<file path="src/rtl/vehicle_check_sequencer.sv">
// -----------------------------------------------------------------------------
// vehicle_check_sequencer
//
// Walks an operator through an ordered list of pre-start checks. Each check
// code must arrive in order (1, 2, ... NUM_CHECKS). After every accepted code
// the matching indicator is held for DWELL_CYCLES cycles before the next check
// is accepted. Once the last check has dwelt, the block reports READY and
// shows the Start code. A wrong code or a stalled check (TIMEOUT_CYCLES without
// any input) latches FAULT. Only clear or reset leaves READY and FAULT.
//
// Ports
//   clk         : single clock, rising edge active
//   rst_n       : asynchronous active-low reset
//   in_valid    : in_code is presented this cycle
//   in_code     : check code (0 = NoUser, k = check k, NUM_CHECKS+1 = Start)
//   clear       : synchronous abort/acknowledge, back to IDLE (top priority)
//   light       : registered indicator code
//   state       : IDLE=0, CHECK=1, DWELL=2, READY=3, FAULT=4
//   step        : number of checks passed
//   flag        : vehicle ready
//   fault       : sequence failed
//   fault_code  : 0 = none, 1 = wrong code, 2 = timeout
// -----------------------------------------------------------------------------
module vehicle_check_sequencer #(
    parameter int NUM_CHECKS     = 6,
    parameter int CODE_W         = 4,
    parameter int DWELL_CYCLES   = 7,
    parameter int TIMEOUT_CYCLES = 1000
) (
    input  logic                            clk,
    input  logic                            rst_n,
    input  logic                            in_valid,
    input  logic [CODE_W-1:0]               in_code,
    input  logic                            clear,
    output logic [CODE_W-1:0]               light,
    output logic [2:0]                      state,
    output logic [$clog2(NUM_CHECKS+1)-1:0] step,
    output logic                            flag,
    output logic                            fault,
    output logic [1:0]                      fault_code
);

    localparam int STEP_W = $clog2(NUM_CHECKS + 1);
    localparam int DW_W   = (DWELL_CYCLES > 1) ? $clog2(DWELL_CYCLES) : 1;
    localparam int TO_W   = (TIMEOUT_CYCLES > 1) ? $clog2(TIMEOUT_CYCLES) : 1;

    localparam logic [DW_W-1:0]   DW_LOAD    = DW_W'(DWELL_CYCLES - 1);
    // Counter value during the last permitted idle cycle of a check.
    localparam logic [TO_W-1:0]   TO_LAST    = TO_W'((TIMEOUT_CYCLES > 0) ? TIMEOUT_CYCLES - 1 : 0);
    localparam logic [STEP_W-1:0] STEP_LAST  = STEP_W'(NUM_CHECKS);
    localparam logic [CODE_W-1:0] CODE_FIRST = CODE_W'(1);
    localparam logic [CODE_W-1:0] CODE_START = CODE_W'(NUM_CHECKS + 1);

    localparam logic [1:0] FC_NONE    = 2'd0;
    localparam logic [1:0] FC_WRONG   = 2'd1;
    localparam logic [1:0] FC_TIMEOUT = 2'd2;

    typedef enum logic [2:0] {
        S_IDLE  = 3'd0,
        S_CHECK = 3'd1,
        S_DWELL = 3'd2,
        S_READY = 3'd3,
        S_FAULT = 3'd4
    } state_e;

    state_e              r_state,       w_state;
    logic [CODE_W-1:0]   r_light,       w_light;
    logic [STEP_W-1:0]   r_step,        w_step;
    logic                r_flag,        w_flag;
    logic                r_fault,       w_fault;
    logic [1:0]          r_fault_code,  w_fault_code;
    logic [DW_W-1:0]     r_dwell_cnt,   w_dwell_cnt;
    logic [TO_W-1:0]     r_timeout_cnt, w_timeout_cnt;

    logic [CODE_W-1:0]   w_next_code;
    logic                w_timeout_hit;

    // Code the current check is waiting for; step < NUM_CHECKS in CHECK, so it fits.
    assign w_next_code   = CODE_W'(r_step) + CODE_W'(1);
    assign w_timeout_hit = (TIMEOUT_CYCLES > 0) && (r_timeout_cnt == TO_LAST);

    // NOTE: every next-state variable is given its hold value first, so no
    // path through the case leaves one unassigned and no latch is inferred.
    always_comb begin
        w_state       = r_state;
        w_light       = r_light;
        w_step        = r_step;
        w_flag        = r_flag;
        w_fault       = r_fault;
        w_fault_code  = r_fault_code;
        w_dwell_cnt   = r_dwell_cnt;
        w_timeout_cnt = r_timeout_cnt;

        if (clear) begin
            w_state       = S_IDLE;
            w_light       = '0;
            w_step        = '0;
            w_flag        = 1'b0;
            w_fault       = 1'b0;
            w_fault_code  = FC_NONE;
            w_dwell_cnt   = '0;
            w_timeout_cnt = '0;
        end else begin
            case (r_state)
                S_IDLE: begin
                    if (in_valid && (in_code == CODE_FIRST)) begin
                        w_state     = S_DWELL;
                        w_light     = CODE_FIRST;
                        w_step      = STEP_W'(1);
                        w_dwell_cnt = DW_LOAD;
                    end
                end

                S_DWELL: begin
                    // in_valid is deliberately not looked at while dwelling.
                    if (r_dwell_cnt == '0) begin
                        if (r_step == STEP_LAST) begin
                            w_state = S_READY;
                            w_light = CODE_START;
                            w_flag  = 1'b1;
                        end else begin
                            w_state       = S_CHECK;
                            w_timeout_cnt = '0;
                        end
                    end else begin
                        w_dwell_cnt = r_dwell_cnt - DW_W'(1);
                    end
                end

                S_CHECK: begin
                    // A code arriving on the expiry cycle beats the timeout.
                    if (in_valid) begin
                        if (in_code == w_next_code) begin
                            w_state     = S_DWELL;
                            w_light     = in_code;
                            w_step      = r_step + STEP_W'(1);
                            w_dwell_cnt = DW_LOAD;
                        end else begin
                            w_state      = S_FAULT;
                            w_fault      = 1'b1;
                            w_fault_code = FC_WRONG;
                        end
                    end else if (w_timeout_hit) begin
                        w_state      = S_FAULT;
                        w_fault      = 1'b1;
                        w_fault_code = FC_TIMEOUT;
                    end else if (TIMEOUT_CYCLES > 0) begin
                        w_timeout_cnt = r_timeout_cnt + TO_W'(1);
                    end
                end

                S_READY, S_FAULT: begin
                    // Terminal until clear or reset.
                end

                default: begin
                    w_state       = S_IDLE;
                    w_light       = '0;
                    w_step        = '0;
                    w_flag        = 1'b0;
                    w_fault       = 1'b0;
                    w_fault_code  = FC_NONE;
                    w_dwell_cnt   = '0;
                    w_timeout_cnt = '0;
                end
            endcase
        end
    end

    // NOTE: state registers use non-blocking assignments so every register
    // samples the pre-edge values, independent of statement order.
    always_ff @(posedge clk or negedge rst_n) begin
        if (!rst_n) begin
            r_state       <= S_IDLE;
            r_light       <= '0;
            r_step        <= '0;
            r_flag        <= 1'b0;
            r_fault       <= 1'b0;
            r_fault_code  <= FC_NONE;
            r_dwell_cnt   <= '0;
            r_timeout_cnt <= '0;
        end else begin
            r_state       <= w_state;
            r_light       <= w_light;
            r_step        <= w_step;
            r_flag        <= w_flag;
            r_fault       <= w_fault;
            r_fault_code  <= w_fault_code;
            r_dwell_cnt   <= w_dwell_cnt;
            r_timeout_cnt <= w_timeout_cnt;
        end
    end

    assign light      = r_light;
    assign state      = r_state;
    assign step       = r_step;
    assign flag       = r_flag;
    assign fault      = r_fault;
    assign fault_code = r_fault_code;

endmodule

</file>
<file path="config.mk">
export PLATFORM = sky130hd
export DESIGN_NAME = vehicle_check_sequencer
export DESIGN_NICKNAME = d
export VERILOG_FILES = /design/src/rtl/vehicle_check_sequencer.sv
export SDC_FILE = /design/constraint.sdc
export NUM_CORES = 1
export LEC_CHECK = 0
export BUFFER_PORTS_ARGS = -buffer_cell sky130_fd_sc_hd__buf_2
export CAP_MARGIN = 15
export CORE_MARGIN = 2
export CORE_UTILIZATION = 62
export DETAILED_ROUTE_END_ITERATION = 12
export GPL_TIMING_DRIVEN = 0
export PLACE_DENSITY_LB_ADDON = 0.08
export SYNTH_ARGS = -nofsm -noshare
export SYNTH_HDL_FRONTEND = slang
export SYNTH_SLANG_ARGS = --single-unit
</file>
<file path="constraint.sdc">
create_clock -name clk -period 5.75 [get_ports clk]
set_input_delay 0.8625 -clock clk [delete_from_list [all_inputs] [get_ports clk]]
set_output_delay 0.8625 -clock clk [all_outputs]
set_load 0.005 [all_outputs]
</file>
## Word-level counts from Yosys, hierarchy flattened

Cells that the tools add are included.
W data, S select, Z words.

- Add/sub/neg operators: 4
- Equality and inequality tests: 24
- Mux-type cells: 46
- Reduce and logical (&&, ||, !) cells: 15

Operators by type and width:

| operator | count |
|---|---|
| $mux W10 | 5 |
| $mux W3 | 15 |
| $pmux W10 S3 | 1 |
| $ne A3 B3 Y1 const B | 9 |
| $mux W4 | 6 |
| $pmux W3 S4 | 2 |
| $pmux W4 S4 | 1 |
| $add A10 B1 Y10 const B | 1 |
| $eq A10 B10 Y1 const B | 1 |
| $mux W2 | 5 |
| $reduce_and A5 Y1 | 2 |
| $pmux W3 S3 | 1 |
| $ne A2 B1 Y1 const B | 4 |
| $ne A4 B4 Y1 const B | 2 |
| $reduce_and A4 Y1 | 2 |
| $reduce_or A4 Y1 | 2 |
| $mux W1 | 7 |
| $eq A3 B2 Y1 const B | 2 |
| $eq A3 B3 Y1 const B | 2 |
| $logic_not A3 Y1 | 2 |
| $reduce_and A3 Y1 | 2 |
| $reduce_and A6 Y1 | 1 |
| $reduce_or A3 Y1 | 2 |
| $add A3 B1 Y4 const B | 1 |
| 10 further kinds | 11 |

- Bits in registers: 27
- Input bits: 8
- Output and inout port bits: 14
- Logic and storage cells: 97

## Longest topological paths before layout

Gate-level depths: netlist (run 1).

- Depth in word-level cells: 6
- Gate-level depth with buffers: 8
- Gate-level depth less buffers: 7

## Worst setup path before layout (run 1)

Ideal clock, no wire load.

- Path kind: input to register
- From: input clear
- To: register r_timeout_cnt[4]
- Setup time: 0.069 ns
- Arrival time: 2.226 ns
- Required time: 5.681 ns
- Slack: 3.455 ns
- Stages on the path: 5
- Buffers on the path: 2
- Path through: buf_2 > or4b_4 > buf_6 > or4_1 > nand3_1

- Word-level cells in the longest chain between the ends: 2
- Elaborated cells on any way between the ends: 7
- Those cells by class: eq/ne: 5; mux: 1; reduce/logical: 1

RTL lines:

| element | line | source |
|---|---|---|
| start, declared | 34 | `input logic clear,` |
| $ne A3 B3 Y1 (no source line) or $ne A2 B1 Y1 (tied branches) | -- |  |
| $reduce_and A5 Y1 (no source line) | -- |  |
| end signal, assigned | 190 | `r_timeout_cnt <= w_timeout_cnt;` |
| end, declared | 73 | `logic [TO_W-1:0] r_timeout_cnt, w_timeout_cnt;` |

Parallel ways exist; a longest one is shown, timed or not.
A chain may end at the register's enable or synchronous reset.

## Worst setup path after layout (run 1)

- From: register r_step[1] (netlist: step[1])
- To: register r_light[0] (netlist: light[0])

- Word-level cells in the longest chain between the ends: 4
- Elaborated cells on any way between the ends: 6
- Those cells by class: add/sub: 1; eq/ne: 4; reduce/logical: 1

RTL lines:

| element | line | source |
|---|---|---|
| start, declared | 68 | `logic [STEP_W-1:0] r_step, w_step;` |
| start signal, assigned | 185 | `r_step <= w_step;` |
| $add A3 B1 Y4 | 79 | `assign w_next_code = CODE_W'(r_step) + CODE_W'(1);` |
| $eq A4 B4 Y1 | 133 | `if (in_code == w_next_code) begin` |
| $ne A3 B3 Y1 (no source line) | -- |  |
| $reduce_and A6 Y1 (no source line) * | -- |  |
| end signal, assigned | 184 | `r_light <= w_light;` |
| end, declared | 67 | `logic [CODE_W-1:0] r_light, w_light;` |

Mark *: on every way between the ends. The rest lies on a longest branch, timed or not.

==> results of run 1 <==
placed cells by master (no fill, tap or decap), types with 4 or more instances in the layout:
cell,netlist,routed
a21oi_2,5,5
or4_1,4,4
o21ai_0,6,6
a21oi_1,9,9
buf_2,4,25
o211ai_1,4,4
nand2_1,11,11
nand3_1,9,9
a31oi_1,4,4
nand4_1,6,6
dfrtp_1,27,27
o31ai_1,5,5
ha_1,5,5
xor2_1,5,5
inv_1,11,11
nor2_1,12,12
state kept, by name, summed over array words and instances, names as in the netlist:
signal,count
fault,1
fault_code,2
flag,1
light,4
r_dwell_cnt,3
r_timeout_cnt,10
state,3
step,3
cell type report:
class,count,share of cell area
well taps,31,0.0201
multi-input cells,138,0.504
clock buffers,4,0.0136
flip-flops and latches,27,0.351
plain buffers,10,0.0357
inverters,11,0.0214
repair buffers,21,0.0546
per-layer routing:
metal	routed length [um]	up-vias
met5	0	-
met4	42	0
met3	209	6
met2	2060	59
met1	1780	759
li1	-	752
per-stage QoR:
step | total power [mW] | setup slack, ns | util
detailed placement | 0.592 | 3.06 | 0.695
global route | 0.727 | 3.24 | 0.704
global placement | 0.580 | 3.13 | 0.695
floorplan | 0.496 | 3.45 | -
CTS | 0.675 | 3.36 | 0.704
finish | 0.674 | 3.33 | 0.704
power groups by stage:
stage / sequential (mW) / clock (mW) / combinational [mW]
2_1_floorplan: 0.256 / 0 / 0.240
3_3_place_gp: 0.254 / 0 / 0.326
3_5_place_dp: 0.256 / 0 / 0.337
4_1_cts: 0.252 / 0.0853 / 0.338
5_1_grt: 0.256 / 0.0902 / 0.381
6_report: 0.252 / 0.0813 / 0.341
how the worst max path moves through the flow:
stage,start,to,slack [ns],cells after the start
6_report,step[1]$_DFFE_PN0P_,light[0]$_DFFE_PN0P_,3.33,6
5_1_grt,step[0]$_DFFE_PN0P_,light[0]$_DFFE_PN0P_,3.24,8
4_1_cts,step[1]$_DFFE_PN0P_,light[0]$_DFFE_PN0P_,3.36,6
3_5_place_dp,in_code[3],light[0]$_DFFE_PN0P_,3.06,6
3_3_place_gp,in_code[3],light[0]$_DFFE_PN0P_,3.13,6
2_1_floorplan,clear,r_timeout_cnt[4]$_DFFE_PN0P_,3.45,5
worst max-delay path: cells and delay by family (launching register included):
family          cells  cell delay (ns)
compound gates      2             0.65
simple gates        1             0.38
mux                 1             0.38
fa+ha+maj           1             0.27
xor+xnor            1             0.17
flops               1             0.48
cells by family (layout without fill, tap and decap cells):
logic type | count (synthesis) | count (layout) | share of synthesized area
flops | 27 | 27 | 0.385
compound gates | 57 | 57 | 0.247
fa+ha+maj | 5 | 5 | 0.0356
xor+xnor | 6 | 6 | 0.0299
buf+inv | 21 | 46 | 0.0627
mux | 3 | 3 | 0.0178
simple gates | 67 | 67 | 0.222
==> flow_summary.json, run 1 <==
{
  "place.gp.congestion": 0.883,
  "clk_pin_slew_worst_paths_ns": 0.15,
  "htreeDepth": 1,
  "syn_area_um2": 1760,
  "clock_latency_ns": 0.32,
  "status": "finished clean",
  "tightest_slew_ns": 0.710,
  "yosysMostFrequentCell": "dfrtp_1",
  "end_kind": "flip-flop",
  "top_usage_layer": "met2",
  "nets": 225,
  "cp_max_fo": 9,
  "area_delta_synth_final_pct": 9.69,
  "pin_count": 22,
  "relSlewSlack": 0.525,
  "first_pass_iters": 4,
  "wl_per_cell_um": 16.9,
  "dp.final_hpwl_um": 3070,
  "ys_top_cells_by_area": "dfrtp_1 (38%), ha_1 (3.6%), a21oi_1 (2.6%)",
  "fin_tns_setup_ns": 0,
  "grt.total_usage": 0.272,
  "peakVddDrop_mv": 0.286,
  "die_x_um": 57.2,
  "synth-main-ff-cell": "dfrtp_1",
  "synth_top_cell_by_area": "dfrtp_1",
  "tritoncts": "done",
  "pwr-share-comb": 0.506,
  "min_path_cells": 1,
  "synth_seq_cells": 27,
  "crit_type": "flip-flop to flip-flop",
  "first_global_vias": 1611,
  "yosysSeqAreaShare": 0.385,
  "async_reset_ff_frac": 1.00,
  "hold_violations": 0,
  "synth_common_cells": "dfrtp_1 (27), nor2_1 (12), inv_1 (11), nand2_1 (11)",
  "pwr-share-seq": 0.374,
  "final_cells": 242,
  "path_cells": "ha_1 > xor2_1 > or3_1 > a21oi_2 > o211ai_2 > mux2_1",
  "n_fill_cell": 219,
  "timing.rr.end": "light[0]$_DFFE_PN0P_",
  "fp.dieArea_um2": 3270,
  "max_freq_mhz": 413,
  "cts_hold_buf": 0,
  "post-route-min-period_ns": 2.42,
  "fin_crit_sh": 0.421,
  "grt_overflow_total": 0,
  "skew_ns": 0.00847,
  "grt_antenna_before_repair": 0,
  "power.leakage_nw": 0.849,
  "slew_violations": 0,
  "r2r.worst_path.cells": 6,
  "core_area_um2": 2730,
  "placed_area_um2": 1900,
  "crit_required_ns": 5.97,
  "antenna_left": 0,
  "clockBufferDepth": 2,
  "n_antenna_cell": 0,
  "min_to": "r_dwell_cnt[0]$_DFFE_PN0P_",
  "grt_use_met3": 0.0363,
  "cp.arrival_ns": 2.64,
  "synth_edf_count": 0,
  "placementRows": 19,
  "clockRootBuffer": "clkbuf_4",
  "grt_pass1_wl_um": 7100,
  "synth_top_area_share": 0.385,
  "post_cts_resized": 0,
  "critPathMaxStageDelay_ns": 0.48,
  "rsz0062_at_grt": "false",
  "p_clk_frac": 0.121,
  "multi_input_area_um2": 970,
  "final_area_um2": 1930,
  "post-route-drc-count": 0,
  "drive_above_1_share": 0.227,
  "syn_inst": 186,
  "synth.distinct_cells": 55,
  "post_cts_buffers": 0,
  "clock_sinks": 27,
  "grt_use_met1": 0.351,
  "maxCapViolCount": 0,
  "synth_area_per_cell_um2": 9.44,
  "p_sw_frac": 0.415,
  "p_per_area_nw_per_um2": 350,
  "whs_ns": 0.494,
  "sequential_cell_area_um2": 676,
  "initial_utilization": 0.642,
  "hold_path_class": "flip-flop to flip-flop",
  "cp_slowest_cell": "dfrtp_1",
  "grt_max_degree": 28,
  "min_from": "r_dwell_cnt[0]$_DFFE_PN0P_",
  "numCtsBuffers": 3,
  "cp-start-kind": "flip-flop",
  "worst_r2r_startpoint": "step[1]$_DFFE_PN0P_",
  "synth_nets": 199,
  "rrSetupSlack_ns": 3.33,
  "place_inst": 238,
  "p_int_uw": 394,
  "final-setup-viol-count": 0,
  "routed_wl_um": 4090,
  "use_met2": 0.476,
  "fp.dieH_um": 57.2,
  "via_per_inst": 6.51,
  "p_sw_uw": 280,
  "io_buffers": 21,
  "yosysWarnings": 0,
  "vias": 1576,
  "drtIter0Drc": 82
}
No activity file was read; power rests on OpenSTA's default activity.
==> run 2, diff against run 1 <==
Settings changed: CORE_UTILIZATION 62 to 57.
Clock period 5.75 ns to 2.4 ns, I/O delays scaled along.
==> run 2 against run 1 <==
Worst hold slack got worse by 0.48 ns. Total power rose by 140%. Critical path depth fell by 1. Maximum frequency rose by 9.3%. Register-to-register slack got worse by 3.1 ns. Clock skew fell by 0.0042 ns. Final cell count rose by 2.5%. Sequential power rose by 140%. Critical endpoint unchanged. Largest power group unchanged.
==> flow_summary.json, run 2 (same netlist as run 1, synthesis figures left out) <==
{
  "p_per_area_nw_per_um2": 829,
  "initial_utilization": 0.589,
  "place.gp.congestion": 0.920,
  "final_area_um2": 1970,
  "fp.dieArea_um2": 3540,
  "p_sw_frac": 0.417,
  "clk_pin_slew_worst_paths_ns": 0.15,
  "die_x_um": 59.5,
  "drtIter0Drc": 54,
  "dp.final_hpwl_um": 3050,
  "io_buffers": 21,
  "crit_type": "flip-flop to flip-flop",
  "worst_r2r_startpoint": "state[1]$_DFFE_PN0P_",
  "rrSetupSlack_ns": 0.18,
  "pwr-share-seq": 0.369,
  "nets": 229,
  "placed_area_um2": 1900,
  "post-route-min-period_ns": 2.22,
  "skew_ns": 0.00431,
  "p_int_uw": 951,
  "r2r.worst_path.cells": 5,
  "cp-start-kind": "flip-flop",
  "peakVddDrop_mv": 0.456,
  "timing.rr.end": "light[0]$_DFFE_PN0P_",
  "layout_commonest_cell": "dfrtp_1",
  "cp_max_fo": 9,
  "clock_sinks": 27,
  "end_kind": "flip-flop",
  "drive_above_1_share": 0.242,
  "p_sw_uw": 679,
  "rsz0062_at_grt": "false",
  "placementRows": 20,
  "routed_wl_um": 4010,
  "grt_max_degree": 28,
  "top_register": "r_timeout_cnt",
  "maxCapViolCount": 0,
  "setup_ws_ns": 0.183,
  "p_clk_frac": 0.124,
  "largest_reg_flops": 10,
  "tritoncts": "done",
  "n_fill_cell": 242,
  "grt_overflow_total": 0,
  "crit_required_ns": 2.63,
  "numCtsBuffers": 3,
  "tightest_slew_ns": 0.674,
  "slew_violations": 0,
  "status": "finished clean",
  "antenna_left": 0,
  "fin_tns_setup_ns": 0,
  "whs_ns": 0.0132,
  "hold_violations": 0,
  "sequential_cell_area_um2": 676,
  "vias": 1565,
  "cp.arrival_ns": 2.45,
  "grt_antenna_before_repair": 0,
  "post-route-drc-count": 0,
  "first_global_vias": 1459,
  "pwr-share-comb": 0.506,
  "clock_latency_ns": 0.33,
  "grt.total_usage": 0.247,
  "clockBufferDepth": 2,
  "wl_per_cell_um": 16.2,
  "n_antenna_cell": 0,
  "pin_count": 22,
  "dpl_worst_slack_ns": 0.0166,
  "grt_pass1_wl_um": 6650,
  "multi_input_area_um2": 977,
  "clockRootBuffer": "clkbuf_4",
  "first_pass_iters": 4,
  "fp.dieH_um": 59.5,
  "max_freq_mhz": 451,
  "hold_path_class": "primary input to async pin",
  "via_per_inst": 6.31,
  "layout_common_cells": "dfrtp_1 (27), buf_2 (25), nor2_1 (12)",
  "core_area_um2": 2980,
  "area_delta_synth_final_pct": 12.0,
  "final-setup-viol-count": 0,
  "power_mw": 1.63,
  "htreeDepth": 1,
  "relSlewSlack": 0.549,
  "fin_crit_sh": 0.924,
  "power.leakage_nw": 0.871
}
==> run 2: cell count changes in the layout (fill, tap and decap cells not counted) <==
cell	change
a21oi_4	+1
buf_4	+4
a21oi_2	-1
==> run 2: power groups by stage <==
| stage | Clock [mW] | Sequential [mW] | Combinational [mW] |
|---|---|---|---|
| finish | 0.203 | 0.602 | 0.825 |
| global route | 0.226 | 0.619 | 0.912 |
| CTS | 0.208 | 0.603 | 0.814 |
| detailed placement | 0 | 0.612 | 0.809 |
| global placement | 0 | 0.608 | 0.786 |
| floorplan | 0 | 0.613 | 0.574 |
==> run 2: area by class of cell <==
cell class                 count  share of cell area
buffer                        10              0.0350
clock buffer                   4              0.0134
inverter                      11              0.0210
multi-input combinational    138               0.497
sequential                    27               0.344
tap                           33              0.0210
timing repair buffer          25              0.0687
==> run 2: through the flow <==
stage	instances	utilization
finish	248	0.660
global route	248	0.660
CTS	244	0.650
detailed placement	240	0.639
global placement	240	0.639
floorplan	186	-
==> run 2: metal layers <==
metal | part of all wire | GRT usage
met1 | 0.45 | 0.317
met4 | 0.015 | 0.0794
met5 | 0 | 0
met3 | 0.042 | 0.0306
met2 | 0.50 | 0.430
==> run 2: worst max-delay path by stage <==
stage	slack, ns	cells past startpoint	endpoint	start
CTS	0.08	6	light[0]$_DFFE_PN0P_	step[1]$_DFFE_PN0P_
finish	0.18	5	light[0]$_DFFE_PN0P_	state[1]$_DFFE_PN0P_
detailed placement	0.02	6	light[0]$_DFFE_PN0P_	step[1]$_DFFE_PN0P_
floorplan	0.32	6	light[0]$_DFFE_PN0P_	step[1]$_DFFE_PN0P_
global placement	0.07	6	light[0]$_DFFE_PN0P_	step[1]$_DFFE_PN0P_
global route	0.03	5	light[0]$_DFFE_PN0P_	state[1]$_DFFE_PN0P_
==> run 2: timing repair <==
action,CTS,global route
setup buffers,0,4
resized for setup,1,0
setup endpoints to repair,1,1
hold buffers,0,0
==> run 2: critical path, stage by stage, from the launching register on <==
cell and delay, ns:
dfrtp_1 0.48, or2_2 0.34, a211oi_1 0.45, a31oi_1 0.25, o211ai_2 0.23, mux2_1 0.36
